==> config.mk <==
export PLATFORM = sky130hd
export DESIGN_NAME = nmc_writeback
export DESIGN_NICKNAME = d
export VERILOG_FILES = /design/src/rtl/nmc_writeback.sv
export SDC_FILE = /design/constraint.sdc
export NUM_CORES = 1
export LEC_CHECK = 0
export BUFFER_PORTS_ARGS = -buffer_cell sky130_fd_sc_hd__buf_4
export CORE_ASPECT_RATIO = 1.25
export CORE_MARGIN = 2
export CORE_UTILIZATION = 40
export DETAILED_ROUTE_END_ITERATION = 10
export PLACE_DENSITY_LB_ADDON = 0.15
export SLEW_MARGIN = 5
export SYNTH_ARGS = -nofsm -noshare
export SYNTH_HDL_FRONTEND = slang
export SYNTH_SLANG_ARGS = --single-unit
==> constraint.sdc <==
create_clock -name clk -period 9.3 [get_ports clk]
set_input_delay 0 -clock clk [delete_from_list [all_inputs] [get_ports clk]]
set_output_delay 0 -clock clk [all_outputs]
set_load 0.02 [all_outputs]
==> src/rtl/nmc_writeback.sv <==
// nmc_writeback: drains ReLU-quantised activation rows into consecutive rows of
// the activation SRAM. A small row FIFO decouples the ReLU handshake from the
// SRAM req/gnt port. The FIFO head sits in a registered output slot that drives
// wb_addr/wb_data directly, so those stay stable until the write is granted.
// Optional feature macro: WB_ZERO_SKIP_EN. When it is defined, all-zero rows are
// retired without an SRAM write, and their address is skipped.
module nmc_writeback #(
  parameter int DATA_W     = 4,
  parameter int DIM        = 64,
  parameter int ADDR_W     = 8,
  parameter int FIFO_DEPTH = 4
) (
  input  logic                  clk,
  input  logic                  rst,
  input  logic                  start,
  input  logic [ADDR_W-1:0]     base_addr,
  input  logic [ADDR_W:0]       num_rows,
  input  logic                  relu_valid,
  input  logic [DATA_W*DIM-1:0] relu_data,
  output logic                  relu_ready,
  output logic                  wb_req,
  output logic [ADDR_W-1:0]     wb_addr,
  output logic [DATA_W*DIM-1:0] wb_data,
  input  logic                  wb_gnt,
  output logic                  busy,
  output logic                  done
);

  localparam int ROW_W = DATA_W * DIM;
  localparam int PTR_W = (FIFO_DEPTH > 1) ? $clog2(FIFO_DEPTH) : 1;
  localparam logic [PTR_W:0]    DEPTH_C  = (PTR_W+1)'(FIFO_DEPTH);
  localparam logic [PTR_W:0]    OCC_ONE  = (PTR_W+1)'(1);
  localparam logic [PTR_W-1:0]  PTR_ONE  = PTR_W'(1);
  localparam logic [ADDR_W:0]   CNT_ONE  = (ADDR_W+1)'(1);
  localparam logic [ADDR_W-1:0] ADDR_ONE = ADDR_W'(1);

  typedef enum logic [1:0] {S_IDLE, S_RUN, S_DRAIN, S_DONE} state_e;

  state_e state_q, state_d;

  // Job bookkeeping: rows requested, rows accepted, rows retired, next address.
  logic [ADDR_W:0]   num_q, acc_q, wr_q;
  logic [ADDR_W-1:0] addr_q;

  // Row storage behind the output slot. The output slot counts toward occupancy,
  // so the memory never holds more than FIFO_DEPTH-1 rows, and equal pointers mean empty.
  logic [ROW_W-1:0]  mem_q [FIFO_DEPTH];
  logic [PTR_W-1:0]  wr_ptr_q, rd_ptr_q;
  logic [PTR_W:0]    occ_q;

  // Output slot holding the current FIFO head.
  logic              head_vld_q;
  logic [ROW_W-1:0]  head_data_q;
`ifdef WB_ZERO_SKIP_EN
  logic              head_zero_q;
`endif

  logic             in_job, job_start, mem_empty;
  logic             push, head_pop, head_skip, head_load, head_fill;
  logic             mem_we, mem_re;
  logic [ROW_W-1:0] src_row;

  assign in_job    = (state_q == S_RUN) || (state_q == S_DRAIN);
  assign mem_empty = (wr_ptr_q == rd_ptr_q);

  // A full FIFO refuses a row even when the head is granted in the same cycle.
  assign relu_ready = (state_q == S_RUN) && (occ_q < DEPTH_C) && (acc_q < num_q);
  assign push       = relu_valid && relu_ready;

`ifdef WB_ZERO_SKIP_EN
  assign head_skip = in_job && head_vld_q && head_zero_q;
`else
  assign head_skip = 1'b0;
`endif

  assign wb_req    = in_job && head_vld_q && !head_skip;
  assign head_pop  = (wb_req && wb_gnt) || head_skip;
  assign head_load = !head_vld_q || head_pop;
  // An incoming row goes straight into an empty output slot only when the memory is empty, which keeps rows in order.
  assign head_fill = !mem_empty || push;
  assign src_row   = mem_empty ? relu_data : mem_q[rd_ptr_q];
  assign mem_re    = head_load && !mem_empty;
  assign mem_we    = push && !(mem_empty && head_load);

  assign wb_addr = addr_q;
  assign wb_data = head_data_q;
  assign busy    = (state_q != S_IDLE);
  assign done    = (state_q == S_DONE);

  // Job state register.
  always_ff @(posedge clk or posedge rst) begin
    if (rst) state_q <= S_IDLE;
    else     state_q <= state_d;
  end

  // Job sequencing: start, accept until the last row arrives, drain until the last write retires.
  always_comb begin
    state_d   = state_q;
    job_start = 1'b0;
    unique case (state_q)
      S_IDLE: begin
        if (start) begin
          job_start = 1'b1;
          state_d   = (num_rows == '0) ? S_DONE : S_RUN;
        end
      end
      S_RUN: begin
        if (push && (acc_q + CNT_ONE == num_q)) state_d = S_DRAIN;
      end
      S_DRAIN: begin
        if (head_pop && (wr_q + CNT_ONE == num_q)) state_d = S_DONE;
      end
      S_DONE:  state_d = S_IDLE;
      default: state_d = S_IDLE;
    endcase
  end

  // Latch job parameters on start and track accepted/retired rows and the write address.
  always_ff @(posedge clk or posedge rst) begin
    if (rst) begin
      num_q  <= '0;
      acc_q  <= '0;
      wr_q   <= '0;
      addr_q <= '0;
    end else if (job_start) begin
      num_q  <= num_rows;
      acc_q  <= '0;
      wr_q   <= '0;
      addr_q <= base_addr;
    end else begin
      if (push) acc_q <= acc_q + CNT_ONE;
      if (head_pop) begin
        wr_q   <= wr_q + CNT_ONE;
        addr_q <= addr_q + ADDR_ONE;
      end
    end
  end

  // FIFO pointers and total occupancy (memory plus output slot).
  always_ff @(posedge clk or posedge rst) begin
    if (rst) begin
      wr_ptr_q <= '0;
      rd_ptr_q <= '0;
      occ_q    <= '0;
    end else begin
      if (mem_we) wr_ptr_q <= wr_ptr_q + PTR_ONE;
      if (mem_re) rd_ptr_q <= rd_ptr_q + PTR_ONE;
      unique case ({push, head_pop})
        2'b10:   occ_q <= occ_q + OCC_ONE;
        2'b01:   occ_q <= occ_q - OCC_ONE;
        default: occ_q <= occ_q;
      endcase
    end
  end

  // Row memory write port; the contents need no reset because the pointers define validity.
  always_ff @(posedge clk) begin
    if (mem_we) mem_q[wr_ptr_q] <= relu_data;
  end

  // Output slot: refill from the memory head, or from the input when the memory is empty.
  always_ff @(posedge clk or posedge rst) begin
    if (rst) begin
      head_vld_q  <= 1'b0;
      head_data_q <= '0;
    end else if (head_load) begin
      head_vld_q <= head_fill;
      if (head_fill) head_data_q <= src_row;
    end
  end

`ifdef WB_ZERO_SKIP_EN
  // Precompute the all-zero flag when a row enters the output slot, keeping the wide OR off the req path.
  always_ff @(posedge clk or posedge rst) begin
    if (rst)                         head_zero_q <= 1'b0;
    else if (head_load && head_fill) head_zero_q <= ~|src_row;
  end
`endif

endmodule

==> results of run 1 <==
[worst register-to-register path, cell delays in order (launching register included)]
cell	delay [ns]
dfrtp_4	0.50
xnor2_1	0.21
nand2_8	0.67
buf_4	0.94
o21a_4	0.67
buf_4	0.70
buf_4	0.79
nor2_1	0.16
a21oi_1	0.16
[area by class of cell]
| cell class | instances | area share [%] |
|---|---|---|
| inverters | 21 | 0.128 |
| clock inverters | 73 | 1.42 |
| repair buffers | 1096 | 14.4 |
| multi-input cells | 1283 | 18.4 |
| well taps | 1713 | 3.19 |
| clock buffers | 183 | 5.55 |
| flip-flops and latches | 1325 | 57.0 |
| diodes | 9 | 0.0335 |
[stage by stage]
step,setup slack [ns],utilization [%],cells
global route,4.07,52.5,5701
floorplan,0.958,-,2785
CTS,4.33,52.5,5694
global placement,4.38,44.7,4916
finish,4.42,52.5,5703
detailed placement,4.35,44.7,4916
[cells in the final DEF, fill, tap and decap left out, drive strengths merged, types with 8 or more instances in the layout]
cell type    instances
edfxtp            1024
buf                574
dlygate4sd3        522
dfrtp              301
nor2               282
a21oi              266
mux2i              260
mux4               256
clkbuf             183
clkinv              49
nand2               47
o21ai               28
xnor2               27
inv                 24
ha                  22
xor2                20
bufinv              13
nand3               11
diode                9
or3                  8
clkinvlp             8
and2                 8
[layer usage]
layer | vias to the layer above | part of all wire, %
li1 | 13100 | -
met1 | 15100 | 40
met2 | 793 | 51
met3 | 197 | 5.1
met4 | 14 | 3.3
met5 | - | 0.054
[where the power goes]
part | total, mW | internal (mW) | switching [mW]
Combinational | 8.56 | 3.63 | 4.92
Sequential | 8.00 | 7.48 | 0.513
Clock | 5.62 | 3.24 | 2.38
Total | 22.2 | 14.4 | 7.82
[cell families (layout without fill, tap and decap cells)]
| logic type | count (synthesis) | after routing | synth area share (%) |
|---|---|---|---|
| other cells | 0 | 9 | 0 |
| xor+xnor | 47 | 47 | 0.815 |
| fa+ha+maj | 23 | 23 | 0.574 |
| mux | 517 | 517 | 16.3 |
| buf+inv | 177 | 1373 | 1.66 |
| compound gates | 309 | 309 | 3.14 |
| flops | 1325 | 1325 | 74.4 |
| simple gates | 387 | 387 | 3.12 |
[worst paths after layout]
kind	startpoint	to	cells after the start
max in group asynchronous	rst	wb_data[161]	6
min reg2reg	occ_q[1]	occ_q[1]	2
max reg2reg	rd_ptr_q[0]	wb_data[133]	8
max	rd_ptr_q[0]	wb_data[133]	8
min in group asynchronous	rst	wb_data[20]	4
min	relu_data[110]	mem_q[2][110]	2
[what timing repair did]
| action | in CTS | in global routing |
|---|---|---|
| hold endpoints to repair | 1399 | 0 |
| hold buffers | 522 | 0 |
| setup endpoints to repair | 0 | 0 |
[registers in the layout (all words and copies together) (netlist names)]
name,count
mem_q,1024
wb_data,256
acc_q,9
num_q,9
wr_q,9
wb_addr,8
occ_q,3
rd_ptr_q,2
state_q,2
wr_ptr_q,2
head_vld_q,1
==> run_results.csv, run 1 <==
group,metric,value,unit
logic_synthesis,synth_edf_count,1024,
power,p_per_area,330,nW/um^2
worst_setup_path,crit_fanout,74,
worst_setup_path,critPathSlowestCell,"buf_4",
detailed_routing,routed_via_density,5.12,
cts,cts-buffers-inserted,137,
floorplan,num_rows,147,
sta,worstMarginPinSlew,1.45,ns
floorplan,die_w,325,um
logic_synthesis,synth_commonest_cells,"edfxtp_1, dfrtp_1, nor2_1",
global_route,grt-ovfl-total,0,
worst_setup_path,critPathMostFrequentCell,"buf_4",
global_route,antenna_found_initial,17,
floorplan,fp.coreArea,128000,um^2
logic_synthesis,yosys_warnings,0,
floorplan,die_h,405,um
sta,slew_headroom,3.65,%
finish,final_area,67200,um^2
place,place_congestion,0.809,
detailed_routing,drt_iter0_markers,1711,
worst_setup_path,critPathRequiredTime,9.98,ns
finish,multi_input_area,12300,um^2
worst_setup_path,crit_chain,"xnor2_1 > nand2_8 > buf_4 > o21a_4 > buf_4 > buf_4 > nor2_1 > a21oi_1",
worst_setup_path,path_class,"register to register",
power,ir_drop,0.549,mV
worst_setup_path,critPathTopFamily,"buffers and inverters",
detailed_routing,vias,29200,
logic_synthesis,yosysTopAreaCell,"edfxtp_1",
sta,grt_setup_unrepaired,"false",
floorplan,io_pins,546,
logic_synthesis,syn-cell-area,51400,um^2
floorplan,die_area,132000,um^2
finish,fill_cells,10500,
cts,post_cts_resized,0,
global_route,busiest_layer,"met2",
floorplan,start_util,40.2,%
sta,min_period_over_period,52.5,%
cts,clock_path_buffers,3,
sta,hold_ws,0.0502,ns
sta,tns,0,ns
global_route,grt_use_met3,4.03,%
detailed_routing,drtAntennaViolNets,0,
sta,setup_viol,0,
sta,hold_viol,0,
global_route,grt_pass1_vias,31800,
place,dp_hpwl,72400,um
global_route,groute.usage.overall,19.7,%
logic_synthesis,syn_nets,3086,
sta,skew,0.0329,ns
worst_setup_path,start_kind,"register",
logic_synthesis,synth_seq_area_share,74.4,%
power,power,22.2,mW
logic_synthesis,ys.flop_type,"edfxtp_1",
sta,slew_viol_final,0,
cts,clk_pin_slew_worst_paths,0.07,ns
logic_synthesis,synth_most_common_cell,"edfxtp_1",
worst_setup_path,crit_arrival,5.56,ns
worst_setup_path,crit_buf_inv,3,
detailed_routing,wirelength,129000,um
finish,layout.area.seq,38300,um^2
global_route,grt_max_degree,231,
logic_synthesis,synth_area_leaders,"edfxtp_1, dfrtp_1, mux4_2",
sta,fmax,205,MHz
detailed_routing,wl_per_cell,22.7,um
logic_synthesis,netlist.area_leader.share,59.8,%
logic_synthesis,synthCells,2785,
global_route,grt_pass1_wl,196000,um
flow_run,max-cap-violations,0,
logic_synthesis,avgSynthCellArea,18.5,um^2
status,status,"complete, no violations",
power,power_leakage,25.0,nW
cts,cts.sinks,1325,
place,place.port_buffers,545,
worst_setup_path,critPathMaxStageDelay,0.92,ns
place,dpl_cell_area,57300,um^2
worst_setup_path,end_kind,"register",
cts,htree_levels,4,
sta,fin_crit,4.88,ns
cts,tritoncts,"built",
logic_synthesis,ys_ff_latch,1325,
cts,cts.repair_timing.setup_buffer_count,0,
worst_hold_path,hold_path.class,"input port to register",
logic_synthesis,ys_types,51,
detailed_routing,drc,0,
logic_synthesis,async_reset_ff_share,22.7,%
global_route,grt_util_met1,24.4,%
cts,clk_latency,0.76,ns
detailed_routing,firstDrtPassIters,5,
cts,cts_root_buf,"clkbuf_16",
global_route,grt_util_met2,34.1,%
finish,fin_nets,4165,
worst_setup_path,r2r_slack,4.42,ns
finish,drive_above_1_share,26.7,%
finish,area_growth,30.7,%
No activity file was read; power rests on OpenSTA's default activity.
==> run 2: changes to the inputs <==
==> constraint.sdc (replaced) <==
create_clock -name clk -period 4.7 [get_ports clk]
set_input_delay 0 -clock clk [delete_from_list [all_inputs] [get_ports clk]]
set_output_delay 0 -clock clk [all_outputs]
set_load 0.02 [all_outputs]
==> run 2 against run 1 <==
Net effect: cell count increased by 0.56%; fmax increased by 29%; combinational power up 99%; die area unchanged; routed wire length down 0.14%; total power increased by 98%; flip-flop and latch count unchanged; global-route usage is 0.13 points higher; first-iteration DRC count up 5.4%; utilization is 0.33 points higher; sequential power rose by 100%.
==> run_results.csv, run 2 (same netlist as run 1, synthesis figures left out) <==
group,metric,value,unit
cts,cts_root_buf,"clkbuf_16",
finish,largest_reg_flops,1024,
detailed_routing,drtAntennaViolNets,0,
finish,final_cells,5735,
cts,clk_latency,0.77,ns
power,power,43.8,mW
sta,slew_headroom,25.4,%
global_route,grt_pass1_wl,198000,um
worst_hold_path,hold_depth,2,
cts,htree_levels,4,
detailed_routing,drc,0,
flow_run,max-cap-violations,0,
detailed_routing,wl_per_cell,22.5,um
place,place.port_buffers,545,
floorplan,die_w,325,um
cts,cts.repair_timing.setup_buffer_count,0,
worst_setup_path,worstSetupPathDepth,10,
global_route,grt_max_degree,141,
global_route,grt-ovfl-total,0,
cts,cts-buffers-inserted,137,
power,p_per_area,648,nW/um^2
finish,top_register,"mem_q",
global_route,grt_pass1_vias,31900,
worst_setup_path,critPathRequiredTime,5.10,ns
floorplan,die_h,405,um
worst_setup_path,path_class,"register to register",
cts,clock_path_buffers,3,
global_route,antenna_found_initial,13,
place,place_congestion,0.850,
finish,fin_nets,4198,
sta,slew_viol_final,0,
sta,fin_crit,3.79,ns
floorplan,io_pins,546,
finish,drive_above_1_share,27.1,%
detailed_routing,wirelength,129000,um
place,dp.cells,4945,
floorplan,start_util,40.2,%
power,power_leakage,25.2,nW
cts,tritoncts,"built",
worst_hold_path,hold_path.class,"input port to register",
power,ir_drop,1.04,mV
worst_setup_path,crit_buf_inv,3,
finish,final_area,67600,um^2
place,dp_hpwl,78300,um
detailed_routing,firstDrtPassIters,5,
sta,setup_viol,0,
worst_setup_path,crit_fanout,29,
detailed_routing,routed_via_density,5.10,
worst_setup_path,crit_chain,"inv_1 > ha_1 > o211ai_1 > a21oi_1 > o2111ai_1 > and3_1 > inv_2 > nor2_1 > and2_4 > buf_4",
finish,final_common_cell,"edfxtp_1",
worst_setup_path,critPathMaxStageDelay,0.64,ns
place,dpl_cell_area,57800,um^2
finish,fill_cells,10400,
worst_setup_path,critPathTopFamily,"simple AND/OR/NAND/NOR gates",
sta,skew,0.0425,ns
global_route,groute.usage.overall,19.8,%
cts,post_cts_resized,0,
sta,fmax,264,MHz
worst_setup_path,crit_arrival,4.19,ns
status,status,"complete, no violations",
floorplan,die_area,132000,um^2
sta,grt_setup_unrepaired,"false",
floorplan,num_rows,147,
sta,hold_ws,0.0522,ns
worst_setup_path,critPathSlowestCell,"and2_4",
sta,min_period_over_period,80.7,%
worst_setup_path,start_kind,"register",
floorplan,fp.coreArea,128000,um^2
worst_setup_path,reg2reg_depth,10,
cts,cts.sinks,1325,
finish,area_growth,31.5,%
detailed_routing,vias,29300,
sta,worstMarginPinSlew,1.12,ns
worst_setup_path,end_kind,"register",
finish,final_cell_mix,"edfxtp_1, buf_4, dlygate4sd3_1",
cts,clk_pin_slew_worst_paths,0.06,ns
sta,hold_viol,0,
detailed_routing,drt_iter0_markers,1803,
==> run 2: final timing paths <==
check | start | end | slack, ns
max in group asynchronous | rst | wb_data[121] | 2.82
min in group asynchronous | rst | wb_data[205] | 0.54
min reg2reg | occ_q[0] | occ_q[0] | 0.50
min | relu_data[158] | mem_q[1][158] | 0.05
max | num_q[2] | mem_q[2][112] | 0.91
max reg2reg | num_q[2] | mem_q[2][112] | 0.91
==> run 2: area by class of cell <==
| type | instances | area (um^2) | share of cell area (%) |
|---|---|---|---|
| sequential | 1325 | 38300 | 56.6 |
| multi-input combinational | 1283 | 12300 | 18.2 |
| timing repair buffer | 1129 | 10200 | 15.1 |
| clock buffer | 180 | 3740 | 5.54 |
| tap | 1713 | 2140 | 3.17 |
| clock inverter | 75 | 791 | 1.17 |
| inverter | 21 | 82.6 | 0.122 |
| antenna | 9 | 22.5 | 0.0333 |
==> run 2: report_power, final <==
group | internal (mW) | switching (mW) | total, mW
clock network | 6.24 | 4.62 | 10.9
registers | 14.8 | 1.19 | 16.0
logic | 7.41 | 9.61 | 17.0
total | 28.4 | 15.4 | 43.8
==> run 2: through the flow <==
stage	TNS, ns	setup slack [ns]	util [%]
floorplan	-800.25	-0.781	-
global placement	0	0.883	45.2
detailed placement	0	0.877	45.2
CTS	0	0.868	52.8
global route	0	0.585	52.8
finish	0	0.908	52.8
==> run 2: what timing repair did <==
action	in CTS	in global routing
hold endpoints to repair	1468	0
setup endpoints to repair	0	0
hold buffers	526	0
==> run 2: routing by layer <==
metal	share of wire (%)	wire length, um	vias to the layer above	GRT usage [%]
met2	52	67500	734	34.9
met5	0.035	45	-	0
li1	-	-	13100	-
met4	3.5	4570	8	8.11
met3	4.2	5460	221	3.51
met1	40	51700	15200	24.1
==> run 3: changes to the inputs <==
==> constraint.sdc (replaced) <==
create_clock -name clk -period 3.5 [get_ports clk]
set_input_delay 0 -clock clk [delete_from_list [all_inputs] [get_ports clk]]
set_output_delay 0 -clock clk [all_outputs]
set_load 0.02 [all_outputs]
==> run 3 against run 2 <==
Net effect: setup slack got worse by 0.42 ns; flip-flop and latch count stayed put; utilization decreased by 0.11 points; register-to-register slack worse by 0.42 ns; sequential power increased by 33%; die area did not move; hold slack worse by 0.018 ns; clock power increased by 29%; total power grew 34%; clock skew is 0.0069 ns lower; critical path depth did not move; critical path type unchanged; largest cell class unchanged.
==> run_results.csv, run 3 (same netlist as run 1, synthesis figures left out) <==
group,metric,value,unit
floorplan,die_h,405,um
worst_setup_path,crit_arrival,3.45,ns
cts,cts.repair_timing.setup_buffer_count,0,
detailed_routing,drt_iter0_markers,1872,
status,status,"complete, no violations",
power,intPower,37.9,mW
place,dp.cells,4961,
detailed_routing,wl_per_cell,22.2,um
finish,multi_input_area,12400,um^2
global_route,antenna_found_initial,13,
finish,fin_nets,4183,
floorplan,die_area,132000,um^2
power,p_switching,20.7,mW
worst_setup_path,start_kind,"register",
detailed_routing,wirelength,127000,um
power,p_per_area,868,nW/um^2
floorplan,die_w,325,um
sta,hold_viol,0,
global_route,grt-ovfl-total,0,
place,dp_hpwl,78400,um
cts,htree_levels,4,
detailed_routing,drc,0,
sta,slew_headroom,33.6,%
detailed_routing,vias,29100,
floorplan,num_rows,147,
place,place.port_buffers,545,
flow_run,max-cap-violations,0,
finish,final_cell_mix,"edfxtp_1, buf_4, dlygate4sd3_1",
finish,final_cells,5709,
detailed_routing,firstDrtPassIters,5,
cts,clk_latency,0.78,ns
worst_setup_path,crit_fanout,33,
sta,fmax,332,MHz
sta,slew_viol_final,0,
detailed_routing,top_layer_used,"met5",
sta,hold_ws,0.0340,ns
floorplan,fp.coreArea,128000,um^2
sta,fin_crit,3.01,ns
cts,clock_path_buffers,3,
finish,layout.area.seq,38300,um^2
sta,worstMarginPinSlew,0.996,ns
power,pwr-share-clk,24.1,%
cts,clk_pin_slew_worst_paths,0.06,ns
global_route,grt_pass1_wl,194000,um
finish,largest_reg_flops,1024,
finish,utilization,52.7,%
global_route,grt_max_degree,133,
worst_hold_path,hold_path.class,"input port to register",
cts,cts_root_buf,"clkbuf_16",
floorplan,start_util,40.2,%
sta,min_period_over_period,86.1,%
finish,top_register,"mem_q",
power,sw_frac_of_total,35.3,%
worst_setup_path,critPathRequiredTime,3.93,ns
detailed_routing,drtAntennaViolNets,0,
power,power_leakage,25.1,nW
sta,grt_setup_unrepaired,"false",
worst_setup_path,end_kind,"register",
cts,tritoncts,"built",
detailed_routing,wl_met1,50800,um
global_route,groute.usage.overall,19.4,%
place,place_congestion,0.839,
detailed_routing,wl_met3,6010,um
power,p_seq_share,36.4,%
sta,setup_viol,0,
worst_setup_path,path_class,"register to register",
detailed_routing,wl_met2,65800,um
detailed_routing,routed_via_density,5.09,
cts,cts.sinks,1325,
finish,drive_above_1_share,27.4,%
power,p_comb_share,39.5,%
global_route,grt_pass1_vias,31400,
cts,post_cts_resized,0,
finish,fill_cells,10400,
floorplan,io_pins,546,
finish,final_common_cell,"edfxtp_1",
cts,cts-buffers-inserted,136,
power,ir_drop,0.921,mV
finish,area_growth,31.2,%
sta,skew,0.0357,ns
==> run 3: repair_timing <==
action                     4_1_cts  5_1_grt
hold endpoints to repair      1612        0
setup endpoints to repair        0        0
hold buffers                   496        0
==> run 3: final timing paths <==
| kind | start | endpoint | slack (ns) | cells past startpoint |
|---|---|---|---|---|
| min in group asynchronous | rst | wb_data[190] | 0.44 | 4 |
| setup reg to reg | num_q[2] | mem_q[1][89] | 0.49 | 10 |
| max in group asynchronous | rst | wb_data[216] | 2.00 | 5 |
| setup / recovery | num_q[2] | mem_q[1][89] | 0.49 | 10 |
| hold reg to reg | occ_q[0] | occ_q[0] | 0.50 | 1 |
| hold / removal | relu_data[134] | mem_q[3][134] | 0.03 | 2 |
==> run 3: power by group through the flow <==
stage | registers, mW | logic [mW] | clock network, mW
after global routing | 21.6 | 25.0 | 15.1
after global placement | 21.5 | 22.7 | 0
after CTS | 21.3 | 23.6 | 14.5
final | 21.3 | 23.2 | 14.1
after floorplan | 23.0 | 13.8 | 0
after detailed placement | 21.6 | 23.0 | 0
==> run 3: cell type report <==
type / count / share of cell area (%)
inverter: 21 / 0.130
clock buffer: 188 / 5.59
sequential: 1325 / 56.7
clock inverter: 59 / 0.875
multi-input combinational: 1283 / 18.3
timing repair buffer: 1115 / 15.2
antenna: 5 / 0.0185
tap: 1713 / 3.18
==> run 3: through the flow <==
step	TNS, ns	total power, mW	cell area (um^2)	setup slack, ns
2_1_floorplan	-579.87	36.8	51500	-0.501
3_3_place_gp	0	44.2	58200	0.390
3_5_place_dp	0	44.6	58200	0.455
4_1_cts	0	59.4	67500	0.438
5_1_grt	0	61.7	67500	0.254
6_report	0	58.6	67500	0.486
==> run 3: critical path: stages (launching register included) <==
cell and delay (ns):
dfrtp_1 0.48, inv_2 0.09, ha_1 0.30, o211ai_1 0.17, a21oi_1 0.07, o2111ai_1 0.20, and3_1 0.28, inv_6 0.07
nor2_4 0.17, and2_4 0.52, buf_12 0.30
==> run 3: metal layers <==
metal  global-route usage (%)  up-vias
li1                         -    13100
met1                     24.0    15000
met2                     33.7      754
met3                     3.61      216
met4                     7.52       14
met5                        0        -
